===== config.mk =====
export PLATFORM = sky130hd
export DESIGN_NAME = calc_ctrl_fsm
export DESIGN_NICKNAME = d
export VERILOG_FILES = /design/src/rtl/calc_pkg.sv /design/src/rtl/sec_tick.sv /design/src/rtl/calc_ctrl_fsm.sv
export SDC_FILE = /design/constraint.sdc
export NUM_CORES = 1
export LEC_CHECK = 0
export CAP_MARGIN = 20
export CORE_UTILIZATION = 30
export DETAILED_ROUTE_END_ITERATION = 7
export PLACE_DENSITY_LB_ADDON = 0.15
export SYNTH_ARGS = -nofsm -noshare
export SYNTH_HDL_FRONTEND = slang
export SYNTH_HIERARCHICAL = 1
export SYNTH_SLANG_ARGS = --single-unit

===== constraint.sdc =====
create_clock -name clk -period 3.5 [get_ports clk]
set_input_delay 0.35 -clock clk [delete_from_list [all_inputs] [get_ports clk]]
set_output_delay 0.35 -clock clk [all_outputs]
set_load 0.01 [all_outputs]

===== src/rtl/calc_pkg.sv =====
// Shared state and mode codes for the calculator controller and LED status display.
package calc_pkg;

  localparam int unsigned ST_W   = 4;
  localparam int unsigned MODE_W = 3;

  localparam logic [ST_W-1:0] ST_IDLE    = 4'd0;
  localparam logic [ST_W-1:0] ST_MENU    = 4'd1;
  localparam logic [ST_W-1:0] ST_INPUT   = 4'd2;
  localparam logic [ST_W-1:0] ST_GEN     = 4'd3;
  localparam logic [ST_W-1:0] ST_DISPLAY = 4'd4;
  localparam logic [ST_W-1:0] ST_COMPUTE = 4'd5;
  localparam logic [ST_W-1:0] ST_ERROR   = 4'd6;
  localparam logic [ST_W-1:0] ST_STORE   = 4'd7;
  localparam logic [ST_W-1:0] ST_SELECT  = 4'd8;
  localparam logic [ST_W-1:0] ST_WAIT    = 4'd9;

  localparam logic [MODE_W-1:0] MODE_INPUT   = 3'd0;
  localparam logic [MODE_W-1:0] MODE_GEN     = 3'd1;
  localparam logic [MODE_W-1:0] MODE_DISPLAY = 3'd2;
  localparam logic [MODE_W-1:0] MODE_COMPUTE = 3'd3;

  // ERROR and WAIT both light the error indicator
  function automatic logic is_error_state(input logic [ST_W-1:0] st);
    return (st == ST_ERROR) || (st == ST_WAIT);
  endfunction

endpackage


===== src/rtl/sec_tick.sv =====
// One-cycle tick every CLK_HZ clocks; clr restarts the period from zero.
module sec_tick #(
  parameter int unsigned CLK_HZ = 100_000_000
) (
  input  logic clk,
  input  logic rst,
  input  logic clr,
  output logic tick
);

  localparam int unsigned CNT_W = (CLK_HZ > 1) ? $clog2(CLK_HZ) : 1;
  localparam logic [CNT_W-1:0] CNT_MAX = CNT_W'(CLK_HZ - 1);

  logic [CNT_W-1:0] r_cnt;

  always_ff @(posedge clk or posedge rst) begin
    if (rst) begin
      r_cnt <= '0;
    end else if (clr || (r_cnt == CNT_MAX)) begin
      r_cnt <= '0;
    end else begin
      r_cnt <= r_cnt + CNT_W'(1);
    end
  end

  assign tick = (r_cnt == CNT_MAX);

endmodule


===== src/rtl/calc_ctrl_fsm.sv =====
// Top-level menu/operation sequencer for the calculator datapath, with
// timed error recovery.
module calc_ctrl_fsm #(
  parameter int unsigned CLK_HZ   = 100_000_000,
  parameter int unsigned WAIT_SEC = 5
) (
  input  logic       clk,
  input  logic       rst,
  input  logic       btn_confirm,
  input  logic       btn_back,
  input  logic [2:0] mode,
  input  logic       input_done,
  input  logic       gen_done,
  input  logic       store_done,
  input  logic       display_done,
  input  logic       select_done,
  input  logic       compute_done,
  input  logic       op_error,
  output logic       input_start,
  output logic       gen_start,
  output logic       store_start,
  output logic       compute_start,
  output logic [3:0] state,
  output logic [3:0] countdown,
  output logic       error_flag
);

  import calc_pkg::*;

  logic [ST_W-1:0] r_state;
  logic [ST_W-1:0] w_next;
  logic [3:0]      r_countdown;
  logic [3:0]      w_countdown;
  logic            r_input_start, r_gen_start, r_store_start, r_compute_start;
  logic            w_input_start, w_gen_start, w_store_start, w_compute_start;
  logic            r_error_flag;
  logic            w_error_flag;
  logic            w_wait_entry;
  logic            w_tick;

  // ERROR always advances to WAIT, so being in ERROR marks WAIT entry
  assign w_wait_entry = (r_state == ST_ERROR);

  sec_tick #(
    .CLK_HZ(CLK_HZ)
  ) u_sec_tick (
    .clk  (clk),
    .rst  (rst),
    .clr  (w_wait_entry),
    .tick (w_tick)
  );

  always_comb begin
    w_next          = r_state;
    w_countdown     = '0;
    w_input_start   = 1'b0;
    w_gen_start     = 1'b0;
    w_store_start   = 1'b0;
    w_compute_start = 1'b0;
    w_error_flag    = 1'b0;

    case (r_state)
      ST_IDLE: begin
        if (btn_confirm) w_next = ST_MENU;
      end
      ST_MENU: begin
        if (btn_back) begin
          w_next = ST_IDLE;
        end else if (btn_confirm) begin
          case (mode)
            MODE_INPUT:   w_next = ST_INPUT;
            MODE_GEN:     w_next = ST_GEN;
            MODE_DISPLAY: w_next = ST_DISPLAY;
            MODE_COMPUTE: w_next = ST_SELECT;
            default:      w_next = ST_ERROR;
          endcase
        end
      end
      ST_INPUT: begin
        if (btn_back)        w_next = ST_MENU;
        else if (input_done) w_next = ST_STORE;
      end
      ST_GEN: begin
        if (gen_done) w_next = ST_STORE;
      end
      ST_STORE: begin
        if (store_done) w_next = ST_MENU;
      end
      ST_DISPLAY: begin
        if (btn_back || display_done) w_next = ST_MENU;
      end
      ST_SELECT: begin
        if (btn_back)         w_next = ST_MENU;
        else if (select_done) w_next = op_error ? ST_ERROR : ST_COMPUTE;
      end
      ST_COMPUTE: begin
        if (compute_done) w_next = ST_DISPLAY;
      end
      ST_ERROR: begin
        w_next = ST_WAIT;
      end
      ST_WAIT: begin
        if (btn_back || (w_tick && (r_countdown <= 4'd1))) w_next = ST_MENU;
      end
      default: begin
        w_next = ST_IDLE;
      end
    endcase

    // Strobes fire only on the edge that enters the state
    w_input_start   = (w_next == ST_INPUT)   && (r_state != ST_INPUT);
    w_gen_start     = (w_next == ST_GEN)     && (r_state != ST_GEN);
    w_store_start   = (w_next == ST_STORE)   && (r_state != ST_STORE);
    w_compute_start = (w_next == ST_COMPUTE) && (r_state != ST_COMPUTE);
    w_error_flag    = is_error_state(w_next);

    if (w_next == ST_WAIT) begin
      if (r_state != ST_WAIT) w_countdown = 4'(WAIT_SEC);
      else if (w_tick)        w_countdown = r_countdown - 4'd1;
      else                    w_countdown = r_countdown;
    end
  end

  always_ff @(posedge clk or posedge rst) begin
    if (rst) begin
      r_state         <= ST_IDLE;
      r_countdown     <= '0;
      r_input_start   <= 1'b0;
      r_gen_start     <= 1'b0;
      r_store_start   <= 1'b0;
      r_compute_start <= 1'b0;
      r_error_flag    <= 1'b0;
    end else begin
      r_state         <= w_next;
      r_countdown     <= w_countdown;
      r_input_start   <= w_input_start;
      r_gen_start     <= w_gen_start;
      r_store_start   <= w_store_start;
      r_compute_start <= w_compute_start;
      r_error_flag    <= w_error_flag;
    end
  end

  assign state         = r_state;
  assign countdown     = r_countdown;
  assign input_start   = r_input_start;
  assign gen_start     = r_gen_start;
  assign store_start   = r_store_start;
  assign compute_start = r_compute_start;
  assign error_flag    = r_error_flag;

endmodule


==> metrics.yaml, run 1 <==
outcome:
  status: "finished clean"
synth:
  post_synth_xor_area_fraction: 0.0470
  post_synth_instance_area_mm2: 0.00242
  async_reset_ff_frac: 1.00
  ys_warn_count: 6
  synth_nets: 273
  syn-mean-instance-area_um2: 9.47
  muxShareOfSynthArea: 0.00413
  dominantRegCellSynth: "sky130_fd_sc_hd__dfrtp_1"
  synth_cell_type_count: 54
  syn-instance-count: 256
  post_synth_and_or_nand_nor_area_fraction: 0.289
  synth_fa_ha_area_frac: 0.0155
  synth_compound_area_frac: 0.165
  synth.ff_latch_count: 40
  synth_seq_area_share: 0.413
  dominant_combinational_cell_family_by_area_after_synthesis: "simple AND/OR/NAND/NOR gates"
  synth-edff-count: 0
global_routing:
  grt_start_max_net_pins: 25
  total_routing_usage_gr: 0.139
  initial_antenna_violation_count: 0
  grt_pass1_wl_um: 9490
  grt_remaining_overflow: 0
  grt_pass1_vias: 1960
timing:
  finalHoldViolCount: 0
  setup_ws_final_ns: 0.840
  period_share: 0.760
  timing.fmax_mhz: 376
  grt_setup_unrepaired: "no"
  fin_worst_skew_ns: 0.0179
  final.setup.tns_ns: 0
  period_minus_slack_ns: 2.66
  final-setup-viol-count: 0
  worstMarginPinSlew_ns: 0.782
  relSlewSlack: 0.478
  timing_max_transition_violations_final: 0
layout:
  area_occupied_by_multi_input_gates_mm2: 0.00126
  ff_latch_area_mm2: 0.00100
  flow.area_growth_from_synthesis_pct: 18.4
  count_of_nets_after_finishing: 298
  layout-drive-gt1-share: 0.117
  layout.filler_cells: 789
  diode_insertion_count_for_antenna_repair: 0
  fin_cells: 384
routing:
  route.detailed.drc: 0
  post_drt_via_cell_ratio: 5.08
  detail_route.iter0.violations: 51
  route.detailed.wl_per_inst_um: 14.2
  total_via_count_in_the_routed_design: 1952
  drtPass1Iterations: 4
  ant_nets: 0
  route.final.wire_length_um: 5460
hold_path:
  min-delay-path-class: "in -> async"
setup_path:
  worstSetupPathType: "reg -> reg"
  cp_max_fo: 5
  crit_chain: "ha_1 > nand2_1 > or3_1 > nor4_1 > buf_4 > nand2b_1 > nor4_2 > o41ai_4 > o21ai_2 > o31ai_2"
  wp_buf_inv: 1
  critical_path_arrival_ns: 2.82
  cp_capture_type: "flip-flop"
  critPathLaunchType: "flip-flop"
  cpPeakStageDelay_ns: 0.42
  cell_with_the_largest_stage_delay_on_the_worst_path: "sky130_fd_sc_hd__or3_1"
  required_ns: 3.66
  path_delay_family: "simple AND/OR/NAND/NOR gates"
clock_tree:
  ctsHtreeMaxLevel: 2
  cts_num_sinks: 40
  post_cts_resize_count: 0
  postCtsSetupRepairBufs: 0
  tritoncts.num_buffers: 5
  cts.clk_slew.worst_paths_ns: 0.09
  cts.root.buffer_cell: "sky130_fd_sc_hd__clkbuf_8"
  clock_latency_ns: 0.30
  cts_hold_repair.buffers: 0
  clockBufferDepth: 2
  tritoncts: "yes"
placed_design:
  io_buffers: 26
  minimum_setup_slack_after_placement_ns: 0.855
  globalplace.congestion: 0.782
  dp.cells: 376
  place.detailed.hpwl_um: 3940
floorplanning:
  initial_utilization: 0.312
  chipHeight_um: 91.9
  die_w_um: 91.9
  placementRows: 32
  top_level_ports: 27
  core_mm2: 0.00777
  die_area_mm2: 0.00845
power_and_ir_drop:
  cellLeakagePower_nw: 1.16
  report.power.total_w: 0.00153
  power_per_cell_area_mw_per_mm2: 534
  ir_drop_mv: 0.227
flow_run:
  cap_violations: 0
## registers in the layout (all words and copies together) (netlist names)
register,count
input_start,1
store_start,1
compute_start,1
state,4
countdown,4
gen_start,1
u_sec_tick/r_cnt,27
error_flag,1
## cell type report
class | instances | share of cell area
multi-input combinational | 185 | 0.440
inverter | 20 | 0.0262
tap | 102 | 0.0445
clock inverter | 2 | 0.0135
timing repair buffer | 29 | 0.0985
sequential | 40 | 0.349
clock buffer | 6 | 0.0288
## synth_stat cells, types with 5 or more instances
cell type / number / share of area
sky130_fd_sc_hd__xnor2_1: 7 / 0.025
sky130_fd_sc_hd__nor2_1: 18 / 0.028
sky130_fd_sc_hd__inv_1: 17 / 0.026
sky130_fd_sc_hd__xor2_1: 6 / 0.022
sky130_fd_sc_hd__nor3_1: 7 / 0.014
sky130_fd_sc_hd__or4_1: 10 / 0.031
sky130_fd_sc_hd__nand2_1: 18 / 0.028
sky130_fd_sc_hd__o31ai_1: 11 / 0.034
sky130_fd_sc_hd__a21oi_1: 19 / 0.039
sky130_fd_sc_hd__o21ai_1: 5 / 0.010
sky130_fd_sc_hd__nand3_1: 11 / 0.023
sky130_fd_sc_hd__nor2b_1: 7 / 0.018
sky130_fd_sc_hd__dfrtp_1: 40 / 0.41
## cell families after synthesis
family | after synthesis
compound gates | 54
xor+xnor | 13
fa+ha+maj | 3
buf+inv | 31
flops | 40
mux | 1
simple gates | 114
## layer usage
metal | vias up | global-route usage | wire length [µm]
met5 | - | 0 | 0
met3 | 2 | 0.0265 | 128
li1 | 978 | - | -
met4 | 0 | 0.0313 | 17
met1 | 952 | 0.193 | 2730
met2 | 20 | 0.225 | 2590
## power by group
group / total (W) / switching [W] / internal [W]
Combinational: 0.000457 / 0.000234 / 0.000223
Clock: 0.000402 / 0.000169 / 0.000233
Sequential: 0.000673 / 0.000134 / 0.000539
## per-stage QoR
stage | hold slack [ns] | util | area (µm²)
after floorplan | 0.227 | - | 2420
after global placement | 0.494 | 0.354 | 2750
after detailed placement | 0.502 | 0.354 | 2750
after CTS | 0.412 | 0.370 | 2870
after global routing | 0.468 | 0.370 | 2870
final | 0.389 | 0.370 | 2870
## layout by cell type (no fill, tap or decap), types with 6 or more instances in the layout
| cell | instances |
|---|---|
| sky130_fd_sc_hd__dfrtp_1 | 40 |
| sky130_fd_sc_hd__xor2_1 | 6 |
| sky130_fd_sc_hd__clkdlybuf4s50_1 | 26 |
| sky130_fd_sc_hd__nand2_1 | 18 |
| sky130_fd_sc_hd__nor3_1 | 7 |
| sky130_fd_sc_hd__inv_1 | 17 |
| sky130_fd_sc_hd__o31ai_1 | 11 |
| sky130_fd_sc_hd__clkbuf_8 | 6 |
| sky130_fd_sc_hd__a21oi_1 | 19 |
| sky130_fd_sc_hd__nand3_1 | 11 |
| sky130_fd_sc_hd__xnor2_1 | 7 |
| sky130_fd_sc_hd__or4_1 | 10 |
| sky130_fd_sc_hd__nor2_1 | 18 |
| sky130_fd_sc_hd__nor2b_1 | 7 |
## path summary, 6_finish.rpt
path	startpoint	end	slack, ns	cells after the start
hold reg to reg	u_sec_tick/r_cnt[0]	u_sec_tick/r_cnt[0]	0.51	1
hold / removal	rst	countdown[3]	0.39	2
min in group clk	u_sec_tick/r_cnt[0]	u_sec_tick/r_cnt[0]	0.51	1
setup / recovery	u_sec_tick/r_cnt[0]	error_flag	0.84	10
max in group asynchronous	rst	u_sec_tick/r_cnt[0]	2.34	3
setup reg to reg	u_sec_tick/r_cnt[0]	error_flag	0.84	10
(Power assumes the default switching activity.)
==> run 2, diff against run 1 <==
==> constraint.sdc (replaced) <==
create_clock -name clk -period 2.2 [get_ports clk]
set_input_delay 0.22 -clock clk [delete_from_list [all_inputs] [get_ports clk]]
set_output_delay 0.22 -clock clk [all_outputs]
set_load 0.01 [all_outputs]
==> metrics.yaml, run 2 (synthesis gave the netlist of run 1 again) <==
placed_design:
  io_buffers: 26  # unchanged
  place.detailed.hpwl_um: 4140  # +5.2%
  minimum_setup_slack_after_placement_ns: 0.0159  # -0.839 ns
  globalplace.congestion: 0.762  # -2.6%
  dp.cells: 397  # +5.6%
setup_path:
  reg_to_reg_critical_path_startpoint: "u_sec_tick/r_cnt[1]"
  cpPeakStageDelay_ns: 0.39  # -0.03 ns
  crit_chain: "ha_4 > nand2_1 > or3_4 > nor4_4 > nand2b_1 > nor4_4 > o41ai_4 > o21ai_4 > a21oi_1"
  critPathLaunch: "u_sec_tick/r_cnt[1]"
  worstSetupPathType: "reg -> reg"
  cell_with_the_largest_stage_delay_on_the_worst_path: "sky130_fd_sc_hd__dfrtp_1"
  cp_common_cell: "sky130_fd_sc_hd__nor4_4"
  critical_path_arrival_ns: 2.17  # -0.65 ns
  critPathLaunchType: "flip-flop"
  required_ns: 2.34  # -1.32 ns
  cp_max_fo: 5  # unchanged
  cp_capture_type: "flip-flop"
global_routing:
  grt_remaining_overflow: 0  # unchanged
  total_routing_usage_gr: 0.149  # +0.0103
  grt_pass1_wl_um: 10100  # +5.9%
  initial_antenna_violation_count: 0  # unchanged
  grt_pass1_vias: 2003  # +2.2%
  grt_start_max_net_pins: 28  # +12%
routing:
  route.final.wire_length_um: 5790  # +6.1%
  route.detailed.drc: 0  # unchanged
  drtPass1Iterations: 4  # unchanged
  route.detailed.wl_per_inst_um: 14.3  # +0.31%
  ant_nets: 0  # unchanged
  post_drt_via_cell_ratio: 5.06  # -0.38%
  detail_route.iter0.violations: 63  # +24%
  total_via_count_in_the_routed_design: 2056  # +5.3%
flow_run:
  cap_violations: 0  # unchanged
clock_tree:
  tritoncts.num_buffers: 5  # unchanged
  clock_latency_ns: 0.29  # about the same
  clockBufferDepth: 2  # unchanged
  tritoncts: "yes"
  ctsHtreeMaxLevel: 2  # unchanged
  cts_num_sinks: 40  # unchanged
  cts.clk_slew.worst_paths_ns: 0.08  # about the same
  cts_hold_repair.buffers: 0  # unchanged
  cts.root.buffer_cell: "sky130_fd_sc_hd__clkbuf_8"
power_and_ir_drop:
  report.power.total_w: 0.00242  # +58%
  cellLeakagePower_nw: 1.28  # +11%
  power_per_cell_area_mw_per_mm2: 786  # +47%
  ir_drop_mv: 0.449  # +98%
timing:
  final-setup-viol-count: 0  # unchanged
  fin_worst_skew_ns: 0.00826  # -0.00964 ns
  period_share: 0.923  # +0.163
  relSlewSlack: 0.517  # +0.0383
  grt_setup_unrepaired: "yes"
  timing_max_transition_violations_final: 0  # unchanged
  timing.fmax_mhz: 492  # +31%
  worstMarginPinSlew_ns: 0.715  # -0.0667 ns
  setup_ws_final_ns: 0.169  # -0.671 ns
  finalHoldViolCount: 0  # unchanged
  period_minus_slack_ns: 2.03  # -0.629 ns
layout:
  layout-drive-gt1-share: 0.194  # +0.0771
  layout.cells.most_common: "sky130_fd_sc_hd__dfrtp_1"
  count_of_nets_after_finishing: 320  # +7.4%
  layout.core_utilization: 0.396  # +0.0266
  leading_cell_types_in_the_layout_fill_and_taps_excluded: "sky130_fd_sc_hd__dfrtp_1, sky130_fd_sc_hd__clkdlybuf4s50_1, sky130_fd_sc_hd__buf_4, sky130_fd_sc_hd__a21oi_1"
  flow.area_growth_from_synthesis_pct: 26.9
  largest_register_ff_count: 27  # unchanged
  registers.top_by_ff_count: "u_sec_tick/r_cnt"
  diode_insertion_count_for_antenna_repair: 0  # unchanged
  fin_cells: 406  # +5.7%
floorplanning:
  die_area_mm2: 0.00845  # unchanged
  initial_utilization: 0.312  # unchanged
  chipHeight_um: 91.9  # unchanged
  die_w_um: 91.9  # unchanged
  core_mm2: 0.00777  # unchanged
  placementRows: 32  # unchanged
  top_level_ports: 27  # unchanged
hold_path:
  min-delay-path-class: "in -> async"
outcome:
  status: "finished clean"
-- run 2: layout make-up --
type	count	area (µm²)
Clock inverter	2	10.0
Sequential cell	40	1000
Fill cell	802	4690
Timing Repair Buffer	51	460
Inverter	20	75.1
Multi-Input combinational cell	185	1320
Tap cell	102	128
Clock buffer	6	82.6
-- run 2: repair_timing --
item,4_1_cts,5_1_grt
buffers inserted,0,1
endpoints found under the setup margin,0,5
gates resized for setup,0,3
-- run 2: per-stage QoR --
stage,hold WS [ns],instance area (µm²),setup TNS (ns)
2_1_floorplan,0.0970,2470,-0.000113
3_3_place_gp,0.557,2960,0
3_5_place_dp,0.563,2960,0
4_1_cts,0.306,3050,0
5_1_grt,0.327,3080,-0.0101
6_report,0.289,3080,0
-- run 2: routing by layer --
| metal | part of all wire | wire length, µm | track usage | vias up |
|---|---|---|---|---|
| met5 | 0 | 0 | 0 | - |
| met4 | 0.0073 | 42 | 0.0391 | 0 |
| met3 | 0.025 | 143 | 0.0315 | 4 |
| met2 | 0.45 | 2600 | 0.216 | 23 |
| met1 | 0.52 | 3010 | 0.224 | 1001 |
| li1 | - | - | - | 1028 |
-- run 2: where the power goes --
group | internal [W] | total, W | switching, W | leakage [nW]
clock | 0.000250 | 0.000509 | 0.000259 | 0.0510
sequential | 0.000858 | 0.00105 | 0.000190 | 0.539
combinational | 0.000438 | 0.000862 | 0.000424 | 0.693
-- run 2: critical path: cells and delay by family (launching register included) --
family | cells | cell delay (ns)
DFF | 1 | 0.39
and+or+nand+nor | 5 | 1.01
adders and majority gates | 1 | 0.15
AOI/OAI and AO/OA | 3 | 0.31
-- run 2: worst paths after layout --
check	cells past startpoint	endpoint	slack, ns
max reg2reg	9	countdown[2]	0.17
min in group clk	2	u_sec_tick/r_cnt[26]	0.57
min	2	state[2]	0.29
max in group asynchronous	2	countdown[1]	1.57
max	9	countdown[2]	0.17
min reg2reg	2	u_sec_tick/r_cnt[26]	0.57
==> run 3, diff against run 2 <==
==> constraint.sdc (replaced) <==
create_clock -name clk -period 2 [get_ports clk]
set_input_delay 0.2 -clock clk [delete_from_list [all_inputs] [get_ports clk]]
set_output_delay 0.2 -clock clk [all_outputs]
set_load 0.01 [all_outputs]
==> metrics.yaml, run 3 (synthesis gave the netlist of run 1 again) <==
clock_tree:
  cts.clk_slew.worst_paths_ns: 0.09  # about the same
  tritoncts.num_buffers: 5  # unchanged
  cts_num_sinks: 40  # unchanged
  clock_latency_ns: 0.29  # about the same
  clockBufferDepth: 2  # unchanged
  cts.root.buffer_cell: "sky130_fd_sc_hd__clkbuf_8"
  tritoncts: "yes"
  cts_hold_repair.buffers: 0  # unchanged
  ctsHtreeMaxLevel: 2  # unchanged
timing:
  period_minus_slack_ns: 1.97  # -0.0624 ns
  fin_worst_skew_ns: 0.0152  # +0.00696 ns
  period_share: 0.984  # +0.0611
  worstMarginPinSlew_ns: 0.521  # -0.194 ns
  finalHoldViolCount: 0  # unchanged
  grt_setup_unrepaired: "yes"
  final-setup-viol-count: 0  # unchanged
  relSlewSlack: 0.653  # +0.136
  timing_max_transition_violations_final: 0  # unchanged
  timing.fmax_mhz: 508  # +3.2%
placed_design:
  globalplace.congestion: 0.829  # +8.7%
  dp.cells: 417  # +5.0%
  io_buffers: 26  # unchanged
  place.detailed.hpwl_um: 4400  # +6.1%
layout:
  layout-drive-gt1-share: 0.266  # +0.0720
  layout.core_utilization: 0.426  # +0.0298
  fin_cells: 429  # +5.7%
  diode_insertion_count_for_antenna_repair: 0  # unchanged
  flow.area_growth_from_synthesis_pct: 36.4
  leading_cell_types_in_the_layout_fill_and_taps_excluded: "sky130_fd_sc_hd__buf_4, sky130_fd_sc_hd__dfrtp_1, sky130_fd_sc_hd__clkdlybuf4s50_1, sky130_fd_sc_hd__a21oi_1, sky130_fd_sc_hd__nor2_1"
  count_of_nets_after_finishing: 344  # +7.5%
  layout.cells.most_common: "sky130_fd_sc_hd__buf_4"
  registers.top_by_ff_count: "u_sec_tick/r_cnt"
  largest_register_ff_count: 27  # unchanged
global_routing:
  initial_antenna_violation_count: 0  # unchanged
  grt_remaining_overflow: 0  # unchanged
  total_routing_usage_gr: 0.149  # -0.000150
  grt_pass1_vias: 2161  # +7.9%
  grt_pass1_wl_um: 10100  # +0.27%
  grt_start_max_net_pins: 28  # unchanged
flow_run:
  cap_violations: 0  # unchanged
power_and_ir_drop:
  proportion_of_total_power_due_to_net_switching: 0.329  # -0.0317
  power_report.internal_total_w: 0.00200  # +29%
  cellLeakagePower_nw: 1.42  # +10%
  comb_power_share: 0.367  # +0.010
  ir_drop_mv: 0.445  # -0.79%
  power_per_cell_area_mw_per_mm2: 900  # +15%
  power.share.clock: 0.262  # +0.052
  switching_component_of_the_power_w: 0.000980  # +12%
  seq_power_share: 0.371  # -0.062
floorplanning:
  die_w_um: 91.9  # unchanged
  placementRows: 32  # unchanged
  top_level_ports: 27  # unchanged
  die_area_mm2: 0.00845  # unchanged
  chipHeight_um: 91.9  # unchanged
  core_mm2: 0.00777  # unchanged
  initial_utilization: 0.312  # unchanged
setup_path:
  cp_capture_type: "flip-flop"
  worstSetupPathType: "reg -> reg"
  required_ns: 2.23  # -0.11 ns
  critical_path_arrival_ns: 2.19  # +0.02 ns
  critPathLaunchType: "flip-flop"
  r2r_cells: 5  # -4
  cp_max_fo: 6  # +1
outcome:
  status: "finished clean"
routing:
  route.detailed.wl_per_inst_um: 14.3  # +0.39%
  ant_nets: 0  # unchanged
  total_via_count_in_the_routed_design: 2203  # +7.1%
  post_drt_via_cell_ratio: 5.14  # +1.4%
  detail_route.iter0.violations: 63  # unchanged
  drtPass1Iterations: 4  # unchanged
  route.final.wire_length_um: 6150  # +6.1%
  route.detailed.drc: 0  # unchanged
hold_path:
  min-delay-path-class: "in -> async"
[run 3: area by class of cell]
type | count | area (µm²)
Fill cell | 778 | 4460
Multi-Input combinational cell | 186 | 1340
Sequential cell | 40 | 1000
Timing Repair Buffer | 74 | 633
Tap cell | 102 | 128
Inverter | 20 | 75.1
Clock buffer | 5 | 68.8
Clock inverter | 2 | 60.1
[run 3: what timing repair did]
item,CTS,global route
setup buffers,0,4
pin swaps,5,4
resized for setup,0,7
endpoints found under the setup margin,6,12
hold endpoints to repair,0,0
gates cloned,0,1
[run 3: final timing paths]
| kind | end | from | slack, ns |
|---|---|---|---|
| hold reg to reg | u_sec_tick/r_cnt[26] | u_sec_tick/r_cnt[26] | 0.58 |
| setup / recovery | u_sec_tick/r_cnt[26] | u_sec_tick/r_cnt[18] | 0.03 |
| setup reg to reg | u_sec_tick/r_cnt[26] | u_sec_tick/r_cnt[18] | 0.03 |
| max in group asynchronous | countdown[0] | rst | 1.38 |
| hold / removal | countdown[3] | rst | 0.27 |
| min in group clk | u_sec_tick/r_cnt[26] | u_sec_tick/r_cnt[26] | 0.58 |
[run 3: power by group through the flow]
stage	sequential, W	combinational (W)	clock (W)
6_report	0.00111	0.00109	0.000779
5_1_grt	0.00114	0.00120	0.000833
4_1_cts	0.00111	0.00110	0.000808
3_5_place_dp	0.00112	0.00109	0
3_3_place_gp	0.00113	0.00110	0
2_1_floorplan	0.00111	0.000661	0
[run 3: critical path, stage by stage (launching register included)]
cell                      delay, ns
sky130_fd_sc_hd__dfrtp_1       0.37
sky130_fd_sc_hd__buf_4         0.14
sky130_fd_sc_hd__nand4_1       0.13
sky130_fd_sc_hd__or4_4         0.62
sky130_fd_sc_hd__or4_4         0.49
sky130_fd_sc_hd__a21oi_1       0.14
[run 3: per-stage QoR]
stage	setup slack [ns]	TNS, ns	hold WS, ns	total power [W]	instance area, µm²
finish	0.0317	0	0.273	0.00298	3310
global route	-0.159	-0.715	0.345	0.00317	3310
CTS	0.000228	0	0.287	0.00301	3240
detailed placement	-0.0906	-0.317	0.565	0.00221	3110
global placement	-0.0460	-0.124	0.557	0.00222	3110
floorplan	-0.182	-0.822	0.0770	0.00177	2470
[run 3: routing by layer]
metal	up-vias	GRT usage	wire, µm
met5	-	0	0
met4	0	0.0299	43
met3	6	0.0274	225
met2	38	0.240	2900
met1	1087	0.209	2970
li1	1072	-	-
